File: src/rtl/hazard_detect_unit.sv
// hazard_detect_unit
// Producer side of the operand-forwarding interface for a 5-stage pipeline.
// It tracks {regd, regwrite, memread} for each in-flight instruction through
// the ID/EX, EX/MEM and MEM/WB slots, and it drives the forwarding unit from
// those registered flags.
// It detects load-use hazards and raises a one-cycle stall with a bubble.
// A branch flush squashes the instruction leaving ID.
// Optional build macro: HAZARD_STALL_CNT_EN adds the stall_cnt_o counter.
module hazard_detect_unit (
    input  logic        clk_i,
    input  logic        rst_i,
    input  logic [4:0]  id_regs,
    input  logic [4:0]  id_regt,
    input  logic        id_uses_rt,
    input  logic [4:0]  id_regd,
    input  logic        id_regwrite,
    input  logic        id_memread,
    input  logic        flush_i,
    output logic        pc_write_o,
    output logic        ifid_write_o,
    output logic        bubble_o,
    output logic [4:0]  idex_regd,
    output logic        idex_regwrite,
    output logic        idex_memread,
    output logic        regwrite_mem,
    output logic [4:0]  exmem_regd,
    output logic        regwrite_wb,
`ifdef HAZARD_STALL_CNT_EN
    output logic [4:0]  memwb_regd,
    output logic [31:0] stall_cnt_o
`else
    output logic [4:0]  memwb_regd
`endif
);

    logic [4:0] idex_regd_q,     idex_regd_d;
    logic       idex_regwrite_q, idex_regwrite_d;
    logic       idex_memread_q,  idex_memread_d;
    logic [4:0] exmem_regd_q,    exmem_regd_d;
    logic       exmem_regwrite_q, exmem_regwrite_d;
    logic       exmem_memread_q, exmem_memread_d;
    logic [4:0] memwb_regd_q,    memwb_regd_d;
    logic       memwb_regwrite_q, memwb_regwrite_d;

    logic hazard;
    logic stall;
    logic bubble;

    // Load-use detection: a load in ID/EX whose target is read by ID.
    // $0 is never a real dependency. A flush takes priority over the stall.
    always_comb begin
        hazard = 1'b0;
        if (idex_memread_q && (idex_regd_q != 5'd0)) begin
            if ((idex_regd_q == id_regs) ||
                (id_uses_rt && (idex_regd_q == id_regt))) begin
                hazard = 1'b1;
            end
        end
        stall  = hazard && !flush_i;
        bubble = stall || flush_i;
    end

    assign pc_write_o   = !stall;
    assign ifid_write_o = !stall;
    assign bubble_o     = bubble;

    // Next-state slot logic. The back end advances every cycle.
    // A bubble enters ID/EX as all zeroes so that forwarding never matches it.
    always_comb begin
        idex_regd_d      = id_regd;
        idex_regwrite_d  = id_regwrite;
        idex_memread_d   = id_memread;
        if (bubble) begin
            idex_regd_d     = 5'd0;
            idex_regwrite_d = 1'b0;
            idex_memread_d  = 1'b0;
        end
        exmem_regd_d     = idex_regd_q;
        exmem_regwrite_d = idex_regwrite_q;
        exmem_memread_d  = idex_memread_q;
        memwb_regd_d     = exmem_regd_q;
        memwb_regwrite_d = exmem_regwrite_q;
    end

    // Slot registers with synchronous reset.
    always_ff @(posedge clk_i) begin
        if (rst_i) begin
            idex_regd_q      <= 5'd0;
            idex_regwrite_q  <= 1'b0;
            idex_memread_q   <= 1'b0;
            exmem_regd_q     <= 5'd0;
            exmem_regwrite_q <= 1'b0;
            exmem_memread_q  <= 1'b0;
            memwb_regd_q     <= 5'd0;
            memwb_regwrite_q <= 1'b0;
        end else begin
            idex_regd_q      <= idex_regd_d;
            idex_regwrite_q  <= idex_regwrite_d;
            idex_memread_q   <= idex_memread_d;
            exmem_regd_q     <= exmem_regd_d;
            exmem_regwrite_q <= exmem_regwrite_d;
            exmem_memread_q  <= exmem_memread_d;
            memwb_regd_q     <= memwb_regd_d;
            memwb_regwrite_q <= memwb_regwrite_d;
        end
    end

    assign idex_regd     = idex_regd_q;
    assign idex_regwrite = idex_regwrite_q;
    assign idex_memread  = idex_memread_q;
    assign exmem_regd    = exmem_regd_q;
    assign regwrite_mem  = exmem_regwrite_q;
    assign memwb_regd    = memwb_regd_q;
    assign regwrite_wb   = memwb_regwrite_q;

`ifdef HAZARD_STALL_CNT_EN
    logic [31:0] stall_cnt_q, stall_cnt_d;

    // Count load-use stall cycles only; flush-only bubbles are not stalls.
    always_comb begin
        stall_cnt_d = stall_cnt_q;
        if (stall) begin
            stall_cnt_d = stall_cnt_q + 32'd1;
        end
    end

    // Stall counter register; it wraps naturally at 32 bits.
    always_ff @(posedge clk_i) begin
        if (rst_i) begin
            stall_cnt_q <= 32'd0;
        end else begin
            stall_cnt_q <= stall_cnt_d;
        end
    end

    assign stall_cnt_o = stall_cnt_q;

    // EX/MEM memread is carried for completeness but not exported.
    logic unused_exmem_memread;
    assign unused_exmem_memread = exmem_memread_q;
`else
    logic unused_exmem_memread;
    assign unused_exmem_memread = exmem_memread_q;
`endif

endmodule

File: config.mk
export PLATFORM = sky130hd
export DESIGN_NAME = hazard_detect_unit
export DESIGN_NICKNAME = d
export VERILOG_FILES = /design/src/rtl/hazard_detect_unit.sv
export SDC_FILE = /design/constraint.sdc
export NUM_CORES = 1
export LEC_CHECK = 0
export CAP_MARGIN = 0
export CORE_MARGIN = 2
export CORE_UTILIZATION = 35
export CTS_BUF_LIST = sky130_fd_sc_hd__clkbuf_4
export DETAILED_ROUTE_END_ITERATION = 8
export PLACE_DENSITY = 0.77
export SYNTH_ARGS = -nofsm -noshare
export SYNTH_HDL_FRONTEND = slang
export SYNTH_SLANG_ARGS = --single-unit
File: constraint.sdc
create_clock -name clk_i -period 2.05 [get_ports clk_i]
set_input_delay 0.5125 -clock clk_i [delete_from_list [all_inputs] [get_ports clk_i]]
set_output_delay 0.5125 -clock clk_i [all_outputs]
set_load 0.01 [all_outputs]
==> impl_metrics.json <==
{
  "cts_buffers": 3,
  "cts_hold_buf": 0,
  "dr.pass1.iters": 3,
  "fin_setup_tns_ps": -211.8,
  "grt_pass1_vias": 587,
  "synth-seq-cells": 19,
  "gr-usage-all-layers_pct": 14.31,
  "nets": 143,
  "die_x_um": 48.46,
  "min_to": "memwb_regd[1]",
  "num_vias": 646,
  "cts.sinks": 19,
  "slew_viol_final": 0,
  "clock_latency_ps": 290,
  "whs_path_depth": 1,
  "synth.avg_cell_area_um2": 10.18,
  "arrival_ps": 1640,
  "finalWeightedCongestion": 0.7227,
  "drt-wirelength-per-cell_um": 11.22,
  "finalSetupViolations": 3,
  "synth.cell_area_um2": 691.9,
  "die_h_um": 48.46,
  "drv_cap": 0,
  "antenna_found_initial": 0,
  "grt_max_degree": 13,
  "period_needed_ps": 2153,
  "synth_cell_types": 16,
  "die_area_mm2": 0.002348,
  "powerDensity_mw_per_mm2": 570.5,
  "hold_viol": 0,
  "max_freq_mhz": 464.4,
  "start_util_pct": 36.00,
  "row_count": 16,
  "critPathMaxFanout": 3,
  "coreArea_mm2": 0.001922,
  "drive_above_1_share_pct": 17.36,
  "r2r_slack_ps": 660,
  "rr_startpoint": "idex_regd[1]",
  "status": "finished with violations",
  "holdCritPathClass": "reg -> reg",
  "ff2ff_path_depth": 4,
  "worstHoldStart": "exmem_regd[1]",
  "worst_slew_pin_slew_ps": 395.0,
  "synth_cells": 68,
  "rsz0062_at_grt": "true",
  "post-dp-hpwl_um": 1326,
  "final_common_cell": "clkdlybuf4s50_1",
  "layout_common_cells": "29 x clkdlybuf4s50_1, 18 x dfxtp_1, 12 x nor2b_1",
  "power_leakage_nw": 0.4898,
  "grt_overflow": 0,
  "clk_path_buf_depth": 2,
  "rr_endpoint": "idex_regd[4]",
  "final_util_pct": 63.02,
  "cts_tree": "yes",
  "ant_nets": 0,
  "remaining_drc_errors": 0,
  "seq_area_frac_synth_pct": 54.97,
  "peakVddDrop_v": 0.0002770,
  "placed_cell_area_mm2": 0.001191,
  "syn_nets": 89,
  "worst_slack_ps": -103.3,
  "crit_path_end_kind": "output port",
  "final_area_mm2": 0.001211,
  "grt_pass1_wl_um": 2532,
  "cts_max_level": 1,
  "syn_to_final_growth_pct": 75.04,
  "slew_headroom_pct": 73.57,
  "cp.required_ps": 1540,
  "path_clk_slew_ps": 100,
  "start_kind": "flop",
  "cts_root_buf": "clkbuf_4",
  "timing.hold.ws_ps": 471.8,
  "skew_ps": 0.5432,
  "port_buffers": 42,
  "drt-initial-drc-count": 6,
  "ys_warn_count": 0,
  "violations": "setup timing",
  "post-route-period-util_pct": 105.0,
  "drt_wl_total_um": 1661,
  "io_pins": 43,
  "crit_type": "reg -> out",
  "vias_per_cell": 4.365,
  "insertedDiodeCount": 0
}
## sequential cells by signal, indices dropped and copies added (netlist names)
name,flops
idex_memread,1
idex_regd,5
exmem_regd,5
idex_regwrite,1
regwrite_wb,1
regwrite_mem,1
memwb_regd,5
## worst max-delay path: stages (launching register included)
cell and delay, ps:
dfxtp_1 320, or4_4 520, o21a_1 210, a21o_1 170
buf_2 130
## layer usage
layer / up-vias / track usage, % / wire [µm]
met3: 2 / 4.321 / 108
met1: 291 / 14.57 / 658
met4: 0 / 4.286 / 6
met5: - / 0 / 0
met2: 27 / 27.78 / 888
li1: 326 / - / -
## timing repair
item                                    CTS  global route
endpoints found under the setup margin    3             3
buffers inserted                          1             0
resized for setup                        23             2
pin swaps                                13             0
## report_power, final
group / switching, W / internal [W]
Clock: 0.000110 / 0.0000725
Sequential: 0.00000529 / 0.000380
Combinational: 0.0000455 / 0.0000779
Total: 0.000161 / 0.000530
## cells in the mapped netlist
library cell,n,area [µm²]
a21o_1,1,7.510
a21oi_1,7,35.03
buf_4,1,7.510
buf_6,1,11.26
clkbuf_1,1,3.750
dfxtp_1,19,380.4
nand2_1,9,33.78
nand3_1,1,5.000
nand3b_1,1,7.510
nand4_1,1,6.260
nor2_1,1,3.750
nor2b_1,12,75.07
o21a_1,1,7.510
o22ai_2,1,12.51
or4_1,1,7.510
xnor2_1,10,87.58
## cell type report
class                      instances  area (µm²)
fill                             180       710.7
tap                               27       33.78
clock inverter                     1       5.005
timing repair buffer              52       467.9
sequential                        19       381.6
clock buffer                       3       22.52
multi-input combinational         46       300.3
## stage by stage
stage | total power (W) | instances | setup WS, ps
floorplan | 0.0004394 | 68 | 73.42
global placement | 0.0005187 | 143 | -565.3
detailed placement | 0.0005201 | 143 | -583.0
CTS | 0.0006934 | 148 | -119.9
finish | 0.0006909 | 148 | -103.3
global route | 0.0007229 | 148 | -162.2
## kinds of logic (layout without fill, tap and decap cells)
kind of cell	count (synthesis)	in the layout	synth area share, %
compound gates	10	10	9.042
xor+xnor	10	10	12.66
buf+inv	3	56	3.255
flops	19	19	54.97
simple gates	26	26	20.07
## how the worst max path moves through the flow
stage / slack, ps / endpoint / cells after the start / from
3_3_place_gp: -570 / bubble_o / 6 / id_regs[4]
2_1_floorplan: 70 / pc_write_o / 5 / idex_regd[1]
6_report: -100 / bubble_o / 4 / idex_regd[1]
5_1_grt: -160 / bubble_o / 4 / idex_regd[1]
3_5_place_dp: -580 / bubble_o / 6 / id_regt[2]
4_1_cts: -120 / bubble_o / 4 / idex_regd[4]
Note: power is estimated with default switching activity, not from simulation.
